[config.mk]
export PLATFORM = sky130hd
export DESIGN_NAME = morse_keyer
export DESIGN_NICKNAME = d
export VERILOG_FILES = /design/src/rtl/morse_keyer.sv
export SDC_FILE = /design/constraint.sdc
export NUM_CORES = 1
export LEC_CHECK = 0
export BUFFER_PORTS_ARGS = -buffer_cell sky130_fd_sc_hd__clkbuf_2
export CAP_MARGIN = 20
export CORE_MARGIN = 4
export CORE_UTILIZATION = 40
export CTS_CLUSTER_SIZE = 10
export DETAILED_ROUTE_END_ITERATION = 10
export PLACE_DENSITY = 0.52
export REMOVE_ABC_BUFFERS = 1
export SLEW_MARGIN = 0
export SYNTH_ARGS = -nofsm -noshare
export SYNTH_HDL_FRONTEND = slang
export SYNTH_SLANG_ARGS = --single-unit
[constraint.sdc]
create_clock -name CLK -period 3.1 [get_ports CLK]
set_input_delay 0.465 -clock CLK [delete_from_list [all_inputs] [get_ports CLK]]
set_output_delay 0.465 -clock CLK [all_outputs]
set_load 0.01 [all_outputs]
[src/rtl/morse_keyer.sv]
// rtl/morse_keyer.sv - streaming ASCII to Morse key waveform encoder
module morse_keyer #(
  parameter int unsigned TICK_RATE = 5_000_000
) (
  input  logic       CLK,
  input  logic       RST_N,
  input  logic       char_valid,
  input  logic [7:0] char_data,
  output logic       char_ready,
  output logic       key,
  output logic       char_error
);

  typedef enum logic [2:0] {
    S_IDLE, S_MARK, S_ELEM_GAP, S_CHAR_GAP, S_GAP, S_ERR
  } state_t;

  localparam logic [31:0] TICK_LAST = 32'(TICK_RATE - 1);

  state_t      state_q, state_d;
  logic [31:0] cyc_q, cyc_d;
  logic [1:0]  unit_q, unit_d;
  logic [2:0]  elem_q, elem_d;
  logic [2:0]  len_q, len_d;
  logic [4:0]  bits_q, bits_d;
  logic        key_q, key_d;
  logic        err_q, err_d;

  // Returns {length, elements right-aligned}; length 0 marks an unsupported code.
  function automatic logic [7:0] lookup(input logic [7:0] c);
    case (c)
      "A": lookup = {3'd2, 5'b00001};
      "B": lookup = {3'd4, 5'b01000};
      "C": lookup = {3'd4, 5'b01010};
      "D": lookup = {3'd3, 5'b00100};
      "E": lookup = {3'd1, 5'b00000};
      "F": lookup = {3'd4, 5'b00010};
      "G": lookup = {3'd3, 5'b00110};
      "H": lookup = {3'd4, 5'b00000};
      "I": lookup = {3'd2, 5'b00000};
      "J": lookup = {3'd4, 5'b00111};
      "K": lookup = {3'd3, 5'b00101};
      "L": lookup = {3'd4, 5'b00100};
      "M": lookup = {3'd2, 5'b00011};
      "N": lookup = {3'd2, 5'b00010};
      "O": lookup = {3'd3, 5'b00111};
      "P": lookup = {3'd4, 5'b00110};
      "Q": lookup = {3'd4, 5'b01101};
      "R": lookup = {3'd3, 5'b00010};
      "S": lookup = {3'd3, 5'b00000};
      "T": lookup = {3'd1, 5'b00001};
      "U": lookup = {3'd3, 5'b00001};
      "V": lookup = {3'd4, 5'b00001};
      "W": lookup = {3'd3, 5'b00011};
      "X": lookup = {3'd4, 5'b01001};
      "Y": lookup = {3'd4, 5'b01011};
      "Z": lookup = {3'd4, 5'b01100};
      "0": lookup = {3'd5, 5'b11111};
      "1": lookup = {3'd5, 5'b01111};
      "2": lookup = {3'd5, 5'b00111};
      "3": lookup = {3'd5, 5'b00011};
      "4": lookup = {3'd5, 5'b00001};
      "5": lookup = {3'd5, 5'b00000};
      "6": lookup = {3'd5, 5'b10000};
      "7": lookup = {3'd5, 5'b11000};
      "8": lookup = {3'd5, 5'b11100};
      "9": lookup = {3'd5, 5'b11110};
      default: lookup = 8'd0;
    endcase
  endfunction

  logic       unit_done;
  logic [7:0] folded;
  logic [7:0] code;
  logic [1:0] mark_last;

  assign unit_done  = (cyc_q == TICK_LAST);
  assign folded     = (char_data >= "a" && char_data <= "z") ? char_data - 8'h20 : char_data;
  assign code       = lookup(folded);
  assign mark_last  = bits_q[4] ? 2'd2 : 2'd0;
  assign char_ready = (state_q == S_IDLE);
  assign key        = key_q;
  assign char_error = err_q;

  always_comb begin
    state_d = state_q;
    cyc_d   = unit_done ? 32'd0 : cyc_q + 32'd1;
    unit_d  = unit_done ? unit_q + 2'd1 : unit_q;
    elem_d  = elem_q;
    len_d   = len_q;
    bits_d  = bits_q;
    case (state_q)
      S_IDLE: begin
        cyc_d  = 32'd0;
        unit_d = 2'd0;
        if (char_valid) begin
          if (code[7:5] != 3'd0) begin
            state_d = S_MARK;
            len_d   = code[7:5];
            // Left-align so the current element is always bits_q[4].
            bits_d  = code[4:0] << (3'd5 - code[7:5]);
            elem_d  = 3'd0;
          end else if (char_data == 8'h20) begin
            state_d = S_GAP;
          end else begin
            state_d = S_ERR;
          end
        end
      end
      S_MARK: begin
        if (unit_done && unit_q == mark_last) begin
          state_d = (elem_q == len_q - 3'd1) ? S_CHAR_GAP : S_ELEM_GAP;
          unit_d  = 2'd0;
        end
      end
      S_ELEM_GAP: begin
        if (unit_done) begin
          state_d = S_MARK;
          bits_d  = bits_q << 1;
          elem_d  = elem_q + 3'd1;
          unit_d  = 2'd0;
        end
      end
      S_CHAR_GAP: begin
        if (unit_done && unit_q == 2'd2) begin
          state_d = S_IDLE;
          unit_d  = 2'd0;
        end
      end
      S_GAP: begin
        if (unit_done && unit_q == 2'd3) begin
          state_d = S_IDLE;
          unit_d  = 2'd0;
        end
      end
      S_ERR: begin
        state_d = S_IDLE;
        cyc_d   = 32'd0;
        unit_d  = 2'd0;
      end
      default: begin
        state_d = S_IDLE;
        cyc_d   = 32'd0;
        unit_d  = 2'd0;
      end
    endcase
    key_d = (state_d == S_MARK);
    err_d = (state_d == S_ERR);
  end

  always_ff @(posedge CLK or negedge RST_N) begin
    if (!RST_N) begin
      state_q <= S_IDLE;
      cyc_q   <= 32'd0;
      unit_q  <= 2'd0;
      elem_q  <= 3'd0;
      len_q   <= 3'd0;
      bits_q  <= 5'd0;
      key_q   <= 1'b0;
      err_q   <= 1'b0;
    end else begin
      state_q <= state_d;
      cyc_q   <= cyc_d;
      unit_q  <= unit_d;
      elem_q  <= elem_d;
      len_q   <= len_d;
      bits_q  <= bits_d;
      key_q   <= key_d;
      err_q   <= err_d;
    end
  end

endmodule

==> key figures, run 1 <==
Die
  • Initial Util: 0.4147
  • Core Area: 8299 µm²
  • Die Y: 100.8 µm
  • Ports: 14
  • Die X: 100.8 µm
  • Area of the die: 10150 µm²
  • Cell Rows: 33

Timing
  • Slew margin rel.: 0.5637
  • Hold Slack: 0.09250 ns
  • RSZ-0062 raised after global routing: false
  • Final setup violation count: 0
  • Min cycle time layout: 2.686 ns
  • Period Utilization, post-route: 0.8664
  • Setup TNS: 0 ns
  • Max Clock Freq: 372.3 MHz
  • Max-slew violations: 0
  • Final hold vios: 0
  • Worst Skew: 0.007719 ns
  • Slew @ Worst Pin: 0.6491 ns

Detailed routing
  • Iteration-0 DRC Markers: 71
  • Vias: 2693
  • DR WL met3: 199 µm
  • WL/cell: 14.78 µm
  • DRT Pass-1 Iters: 4
  • Number of remaining DRC errors: 0
  • WL final: 7477 µm
  • Routed wl met2: 3176 µm
  • Met1 wire length: 4035 µm
  • Top Layer Used: met4
  • Routed Antenna Nets: 0
  • Avg Vias per Cell: 5.322

Setup path
  • R2r startpoint: cyc_q[0]
  • Top delay family on crit path: compound AO/OA/AOI/OAI gates
  • Worst EP arrival: 2.88 ns
  • Critical Path Most Common Cell: o21ai_0
  • Worst-path cell chain: clkbuf_2 > inv_1 > ha_1 > o21ai_0 > o31ai_4 > or3_1 > nor2_4 > mux2i_1 > o21ai_0 > a221o_1
  • Worst Path Required: 3.30 ns
  • R2R depth: 9
  • Type of destination of the critical path: flop
  • CP max stage delay: 0.49 ns
  • Reg-to-reg endpoint: bits_q[2]
  • Buffers and inverters on the worst path: 2
  • Setup CP Type: in2reg
  • Reg2reg setup slack: 0.60 ns
  • Worst-path fanout max: 8
  • Crit start category: input pin
  • Critical-path top delay cell: or3_1

Power
  • Cell Pwr Density: 344.2 nW/µm²
  • Switching pwr: 336.0 µW
  • Clock Power Share: 0.371
  • Final Power: 1291 µW
  • Sequential cell fraction of total power: 0.505
  • Leakage: 0.001631 µW
  • Comb pwr share: 0.124
  • IR drop worst, VDD: 0.1412 mV
  • Cell-internal power: 955.0 µW
  • Sw Ratio: 0.2603

Global route
  • Vias in the first global route: 2669
  • Total Routing Usage GR: 0.1598
  • Global-route wire length before repair: 13070 µm
  • Initial antenna violation count: 0
  • Grt ovf: 0
  • Largest net degree at the start of global routing: 34

Synthesis
  • Synth async-reset ratio: 1.000
  • Main synth FF type: dfrtp_1
  • Largest cells by area after synthesis: dfrtp_1, xor2_1, nor2_1
  • Post-synthesis sequential area ratio: 0.3635
  • Mapped cell area: 3442 µm²
  • Mean area per synthesized cell: 8.940 µm²
  • Top cell type's share of synthesized area: 0.3635
  • Synth Register Bits: 50
  • Syn. warnings: 0
  • Syn Inst Count: 385
  • Yosys top cell by area: dfrtp_1
  • Yosys cell types: 67
  • Post-synth EDFFs: 0

Placed design
  • Placed cells: 498
  • Detailed Place HPWL: 5644 µm
  • GP Congestion: 0.8989
  • Port bufs: 13

Clock tree
  • CTS Sinks: 50
  • Worst-path clk slew: 0.10 ns
  • CTS Buf Count: 5
  • # resized after CTS: 0
  • Post-CTS Setup Bufs: 0
  • CTS tree: done
  • Clock root cell: clkbuf_8
  • Post-CTS Hold Fix Bufs: 0
  • Clk buf depth: 2
  • Clk_lat worst skew: 0.30 ns
  • CTS H-tree depth: 2

Final layout
  • Final Non-Filler Cells: 506
  • Nets@finish: 425
  • Commonest cells after routing, fill and taps aside: nor2_1, dfrtp_1, nand2_1
  • Area grow syn2layout: 8.979%
  • Antenna diode instance count: 0
  • Post-route core utilization: 0.4520
  • Layout cell share with drive strength beyond 1: 0.1446

Outcome
  • Outcome: finished clean

Min path
  • Hold Crit Class: in2async

Run
  • Max cap viols: 0
## area by class of cell
class	count	area (µm²)
Fill cell	787	4548
Multi-Input combinational cell	305	2054
Sequential cell	50	1251
Timing Repair Buffer	23	140.1
Tap cell	105	131.4
Clock buffer	5	68.82
Inverter	15	56.30
Clock inverter	3	48.80
## Yosys cell counts (7+ instances only)
| cell | number |
|---|---|
| nor2b_1 | 11 |
| nand4_1 | 8 |
| ha_1 | 14 |
| dfrtp_1 | 50 |
| a21oi_1 | 7 |
| xnor2_1 | 16 |
| clkbuf_1 | 7 |
| o21ai_0 | 16 |
| nor3_1 | 9 |
| nand3_1 | 21 |
| inv_1 | 15 |
| nand2_1 | 39 |
| nor2_1 | 50 |
| xor2_1 | 22 |
| and3_1 | 10 |
## sequential cells by signal, summed over array words and instances, names as in the netlist
register,cells
elem_q,3
cyc_q,32
len_q,3
unit_q,2
bits_q,5
state_q,3
char_error,1
key,1
## per-stage QoR
step,setup WS [ns],area (µm²)
finish,0.4142,3751
global route,0.3119,3751
CTS,0.4373,3751
detailed placement,0.1012,3633
global placement,0.2234,3633
floorplan,0.5176,3362
## worst max-delay path by stage
stage | startpoint | end | slack (ns) | depth (start not counted)
5_1_grt | char_data[0] | bits_q[2] | 0.31 | 10
3_5_place_dp | char_data[6] | bits_q[2] | 0.10 | 10
6_report | char_data[6] | bits_q[2] | 0.41 | 10
3_3_place_gp | char_data[6] | bits_q[2] | 0.22 | 10
2_1_floorplan | char_data[6] | bits_q[2] | 0.52 | 9
4_1_cts | char_data[6] | bits_q[2] | 0.44 | 10
## kinds of logic after synthesis
logic type / share of synthesized area
compound gates: 0.1498
xor+xnor: 0.09669
fa+ha+maj: 0.05089
buf+inv: 0.03962
flops: 0.3635
mux: 0.02145
simple gates: 0.2781
## worst register-to-register path, cell delays in order, from the launching register on
cell and delay (ns):
dfrtp_1 0.41, ha_1 0.26, nand4_2 0.16, or2_4 0.28, nor3_2 0.29, inv_1 0.20
nor2_2 0.28, a21oi_4 0.12, nor4_2 0.27, a221o_1 0.18
## power by group through the flow
stage,clock network [µW],registers [µW],logic [µW]
2_1_floorplan,0,665,92.7
3_3_place_gp,0,665,161
3_5_place_dp,0,665,159
4_1_cts,504,652,160
5_1_grt,530,652,177
6_report,479,652,160
## layer usage
layer,vias up,track usage
met1,1267,0.2416
met3,6,0.02561
met4,0,0.03523
li1,1383,-
met5,-,0
met2,37,0.2390
Note: power is estimated with default switching activity, not from simulation.
==> inputs of run 2 (changes only) <==
Settings changed: RECOVER_POWER set to 50.
==> key figures, run 2 (synthesis gave the netlist of run 1 again) <==
Power
  • IR drop worst, VDD: 0.1412 mV (about the same)
  • Comb pwr share: 0.123 (was 0.124)
  • Clock Power Share: 0.371 (about the same)
  • Switching pwr: 335.7 µW (was 336.0 µW)
  • Sw Ratio: 0.2602 (was 0.2603)
  • Sequential cell fraction of total power: 0.505 (about the same)
  • Leakage: 0.001625 µW (was 0.001631 µW)
  • Cell Pwr Density: 344.4 nW/µm² (was 344.2 nW/µm²)
  • Cell-internal power: 954.4 µW (was 955.0 µW)
  • Final Power: 1290 µW (was 1291 µW)

Final layout
  • Area grow syn2layout: 8.833% (was 8.979%)
  • Commonest cells after routing, fill and taps aside: nor2_1, dfrtp_1, nand2_1 (unchanged)
  • Area occupied by multi-input gates: 2054 µm² (unchanged)
  • Layout cell share with drive strength beyond 1: 0.1397 (was 0.1446)
  • Max reg flops: 32 (unchanged)
  • Biggest register: cyc_q (unchanged)
  • Nets@finish: 425 (unchanged)
  • Reg area: 1251 µm² (unchanged)
  • Top Registers: cyc_q (32), bits_q (5) (unchanged)
  • Antenna diode instance count: 0 (unchanged)
  • Post-route core utilization: 0.4514 (was 0.4520)
  • Fillers: 790 (was 787)

Clock tree
  • # resized after CTS: 0 (unchanged)
  • Clock root cell: clkbuf_8 (unchanged)
  • Worst-path clk slew: 0.10 ns (about the same)
  • CTS H-tree depth: 2 (unchanged)
  • Post-CTS Hold Fix Bufs: 0 (unchanged)
  • CTS Sinks: 50 (unchanged)
  • Post-CTS Setup Bufs: 0 (unchanged)
  • Clk_lat worst skew: 0.30 ns (about the same)
  • CTS tree: done (unchanged)
  • CTS Buf Count: 5 (unchanged)
  • Clk buf depth: 2 (unchanged)

Setup path
  • Crit start category: input pin (unchanged)
  • Setup CP Type: in2reg (unchanged)
  • Type of destination of the critical path: flop (unchanged)
  • Reg2reg setup slack: 0.60 ns (about the same)
  • Worst-path fanout max: 8 (unchanged)
  • Reg-to-reg endpoint: bits_q[2] (unchanged)
  • R2R depth: 9 (unchanged)
  • R2r startpoint: cyc_q[0] (unchanged)
  • Worst Path Required: 3.30 ns (about the same)
  • Worst EP arrival: 2.88 ns (about the same)

Placed design
  • Place WS: 0.1012 ns (unchanged)
  • GP Congestion: 0.8989 (unchanged)
  • Port bufs: 13 (unchanged)
  • Detailed Place HPWL: 5644 µm (unchanged)

Run
  • Max cap viols: 0 (unchanged)

Min path
  • Hold Crit Class: in2async (unchanged)

Die
  • Initial Util: 0.4147 (unchanged)
  • Area of the die: 10150 µm² (unchanged)
  • Die Y: 100.8 µm (unchanged)
  • Ports: 14 (unchanged)
  • Die X: 100.8 µm (unchanged)
  • Cell Rows: 33 (unchanged)
  • Core Area: 8299 µm² (unchanged)

Timing
  • Slew margin rel.: 0.3416 (was 0.5637)
  • Final WS setup: 0.4135 ns (was 0.4142 ns)
  • Worst Skew: 0.007719 ns (unchanged)
  • Final setup violation count: 0 (unchanged)
  • Min cycle time layout: 2.686 ns (about the same)
  • RSZ-0062 raised after global routing: false (unchanged)
  • Max Clock Freq: 372.2 MHz (was 372.3 MHz)
  • Period Utilization, post-route: 0.8666 (was 0.8664)
  • Final hold vios: 0 (unchanged)
  • Slew @ Worst Pin: 0.9876 ns (was 0.6491 ns)
  • Setup TNS: 0 ns (unchanged)
  • Max-slew violations: 0 (unchanged)

Detailed routing
  • Vias: 2695 (was 2693)
  • Avg Vias per Cell: 5.326 (was 5.322)
  • DRT Pass-1 Iters: 4 (unchanged)
  • WL/cell: 14.73 µm (was 14.78 µm)
  • Iteration-0 DRC Markers: 73 (was 71)
  • Number of remaining DRC errors: 0 (unchanged)
  • WL final: 7451 µm (was 7477 µm)
  • Routed Antenna Nets: 0 (unchanged)

Global route
  • Global-route wire length before repair: 13070 µm (unchanged)
  • Vias in the first global route: 2669 (unchanged)
  • Total Routing Usage GR: 0.1598 (unchanged)
  • Grt ovf: 0 (unchanged)
  • Initial antenna violation count: 0 (unchanged)
  • Largest net degree at the start of global routing: 34 (unchanged)

Outcome
  • Outcome: finished clean (unchanged)
==> run 2: changes by cell type in the layout (fill, tap and decap cells not counted) <==
| cell | change |
|---|---|
| buf_4 | -1 |
| clkbuf_1 | +2 |
| clkbuf_2 | -1 |
==> run 2: how the worst max path moves through the flow <==
stage                      endpoint  cells after the start    startpoint
after floorplan           bits_q[2]                      9  char_data[6]
after global placement    bits_q[2]                     10  char_data[6]
after detailed placement  bits_q[2]                     10  char_data[6]
after CTS                 bits_q[2]                     10  char_data[6]
after global routing      bits_q[2]                     10  char_data[0]
final                     bits_q[2]                     10  char_data[6]
==> run 2: worst max-delay path, cell delays in order <==
cell and delay (ns):
clkbuf_2 0.14, inv_1 0.10, ha_1 0.27, o21ai_0 0.30, o31ai_4 0.13, or3_1 0.49, nor2_4 0.27, mux2i_1 0.26
o21ai_0 0.13, a221o_1 0.33
==> run 2: per-layer routing <==
metal	track usage	share of wire	vias up
met2	0.2390	0.43	35
met1	0.2416	0.54	1271
met3	0.02561	0.027	6
li1	-	-	1383
met4	0.03523	0.0087	0
met5	0	0	-
==> run 2: through the flow <==
stage	hold WS (ns)	cell area [µm²]	std cells
2_1_floorplan	0.1694	3362	370
6_report	0.2919	3746	506
4_1_cts	0.1003	3751	506
5_1_grt	0.3966	3746	506
3_5_place_dp	0.4411	3633	498
3_3_place_gp	0.4414	3633	498
==> run 2: power by group through the flow <==
stage	clock network [µW]	logic (µW)	registers, µW
floorplan	0	92.7	665
global placement	0	161	665
detailed placement	0	159	665
CTS	504	160	652
global route	530	177	652
finish	479	159	652
==> run 2: layout make-up <==
| cell class | instances | area share |
|---|---|---|
| flip-flops and latches | 50 | 0.3340 |
| multi-input cells | 305 | 0.5484 |
| repair buffers | 23 | 0.03607 |
| inverters | 15 | 0.01503 |
| clock buffers | 5 | 0.01837 |
| well taps | 105 | 0.03507 |
| clock inverters | 3 | 0.01303 |
==> inputs of run 3 (changes only) <==
Settings changed: PLACE_DENSITY 0.52 to 0.54.
Clock period 3.1 ns to 2.37 ns, I/O delays scaled along.
==> key figures, run 3 (synthesis gave the netlist of run 1 again) <==
Outcome
  • Outcome: finished clean (unchanged)

Power
  • Leakage: 0.001899 µW (was 0.001625 µW)
  • Cell Pwr Density: 421.9 nW/µm² (was 344.4 nW/µm²)
  • IR drop worst, VDD: 0.2371 mV (was 0.1412 mV)
  • Final Power: 1780 µW (was 1290 µW)

Final layout
  • Layout cell share with drive strength beyond 1: 0.2484 (was 0.1397)
  • Max reg flops: 32 (unchanged)
  • Top Registers: cyc_q (32), bits_q (5) (unchanged)
  • Reg area: 1251 µm² (unchanged)
  • Fillers: 805 (was 790)
  • Area occupied by multi-input gates: 2098 µm² (was 2054 µm²)
  • Biggest register: cyc_q (unchanged)
  • Antenna diode instance count: 0 (unchanged)
  • Commonest non-fill, non-tap cell in the layout: buf_4
  • Area grow syn2layout: 22.57% (was 8.833%)
  • Commonest cells after routing, fill and taps aside: buf_4, nor2_1, dfrtp_1 (was nor2_1, dfrtp_1, nand2_1)
  • Nets@finish: 479 (was 425)

Global route
  • Vias in the first global route: 2816 (was 2669)
  • Total Routing Usage GR: 0.1686 (was 0.1598)
  • Grt ovf: 0 (unchanged)
  • Initial antenna violation count: 0 (unchanged)
  • Largest net degree at the start of global routing: 32 (was 34)
  • Global-route wire length before repair: 13880 µm (was 13070 µm)

Die
  • Die X: 100.8 µm (unchanged)
  • Die Y: 100.8 µm (unchanged)
  • Area of the die: 10150 µm² (unchanged)
  • Cell Rows: 33 (unchanged)
  • Initial Util: 0.4147 (unchanged)
  • Core Area: 8299 µm² (unchanged)
  • Ports: 14 (unchanged)

Setup path
  • Top delay family on crit path: compound AO/OA/AOI/OAI gates (unchanged)
  • CP max stage delay: 0.31 ns (was 0.49 ns)
  • Critical-path top delay cell: o311ai_0 (was or3_1)
  • Crit start category: input pin (unchanged)
  • Setup CP Type: in2reg (unchanged)
  • Worst-path fanout max: 4 (was 8)
  • Buffers and inverters on the worst path: 3 (was 2)
  • Worst-path cell chain: clkbuf_2 > inv_1 > ha_1 > buf_4 > nor3_1 > o311ai_0 > o21ai_0 > o22ai_1 > mux2i_1 > o41ai_1 > mux2_1 (was clkbuf_2 > inv_1 > ha_1 > o21ai_0 > o31ai_4 > or3_1 > nor2_4 > mux2i_1 > o21ai_0 > a221o_1)
  • Type of destination of the critical path: flop (unchanged)
  • Worst EP arrival: 2.39 ns (was 2.88 ns)
  • Worst Path Required: 2.61 ns (was 3.30 ns)

Clock tree
  • Clk_lat worst skew: 0.31 ns (was 0.30 ns)
  • Post-CTS Hold Fix Bufs: 0 (unchanged)
  • CTS tree: done (unchanged)
  • Worst-path clk slew: 0.10 ns (about the same)
  • CTS Sinks: 50 (unchanged)
  • Clk buf depth: 2 (unchanged)
  • Clock root cell: clkbuf_8 (unchanged)
  • CTS H-tree depth: 2 (unchanged)
  • CTS Buf Count: 5 (unchanged)

Detailed routing
  • WL final: 7993 µm (was 7451 µm)
  • WL/cell: 14.27 µm (was 14.73 µm)
  • Routed Antenna Nets: 0 (unchanged)
  • DRT Pass-1 Iters: 4 (unchanged)
  • Avg Vias per Cell: 5.232 (was 5.326)
  • Iteration-0 DRC Markers: 115 (was 73)
  • Vias: 2930 (was 2695)
  • Number of remaining DRC errors: 0 (unchanged)

Timing
  • Final setup violation count: 0 (unchanged)
  • Max-slew violations: 0 (unchanged)
  • Final hold vios: 0 (unchanged)
  • Slew @ Worst Pin: 1.474 ns (was 0.9876 ns)
  • Worst Skew: 0.01552 ns (was 0.007719 ns)
  • Final WS setup: 0.2142 ns (was 0.4135 ns)
  • Max Clock Freq: 463.9 MHz
  • Setup TNS: 0 ns (unchanged)
  • Hold Slack: 0.3847 ns (was 0.2919 ns)
  • Slew margin rel.: 0.01727 (was 0.3416)
  • Period Utilization, post-route: 0.9096
  • Min cycle time layout: 2.156 ns

Placed design
  • GP Congestion: 0.8253 (was 0.8989)
  • Place WS: -0.2108 ns (was 0.1012 ns)
  • Port bufs: 13 (unchanged)
  • Detailed Place HPWL: 6016 µm (was 5644 µm)

Min path
  • Hold Crit Class: in2async (unchanged)

Run
  • Max cap viols: 0 (unchanged)
-- run 3: changes by cell type in the layout (fill, tap and decap cells not counted), sizes merged --
cell | previous run | this run
clkinvlp | 1 | 0
buf | 9 | 62
clkbuf | 19 | 21
-- run 3: area by class of cell --
type,instances,area share
Clock buffer,6,0.01957
Sequential cell,50,0.2966
Timing Repair Buffer,77,0.1329
Tap cell,105,0.03114
Inverter,15,0.01335
Clock inverter,2,0.009193
Multi-Input combinational cell,305,0.4973
-- run 3: path summary, 6_finish.rpt --
kind / from / to / slack [ns] / cells after the start
max in group asynchronous: RST_N / cyc_q[0] / 0.57 / 2
hold / removal: RST_N / state_q[2] / 0.38 / 1
min in group CLK: bits_q[1] / bits_q[1] / 0.51 / 1
hold reg to reg: bits_q[1] / bits_q[1] / 0.51 / 1
setup reg to reg: cyc_q[0] / unit_q[1] / 0.23 / 9
setup / recovery: char_data[1] / bits_q[1] / 0.21 / 11
-- run 3: through the flow --
stage               instances    util  cell area [µm²]
finish                    560  0.5084             4219
global route              560  0.5084             4219
CTS                       555  0.4998             4148
detailed placement        547  0.4852             4026
global placement          547  0.4852             4026
floorplan                 370       -             3362
-- run 3: what timing repair did --
action,CTS,global route
hold endpoints to repair,0,0
buffers inserted,0,5
gates resized for setup,0,8
setup endpoints to repair,0,9
-- run 3: where the power goes --
group | internal [µW] | total (µW) | leakage, µW | switching (µW)
registers | 852 | 852 | 0.000669 | 0
logic | 125 | 272 | 0.00117 | 147
clock network | 348 | 655 | 0.0000618 | 307
-- run 3: layer usage --
metal | track usage | routed length [µm]
met5 | 0 | 0
met4 | 0.02798 | 23
met3 | 0.02768 | 265
met2 | 0.2511 | 3473
met1 | 0.2596 | 4230
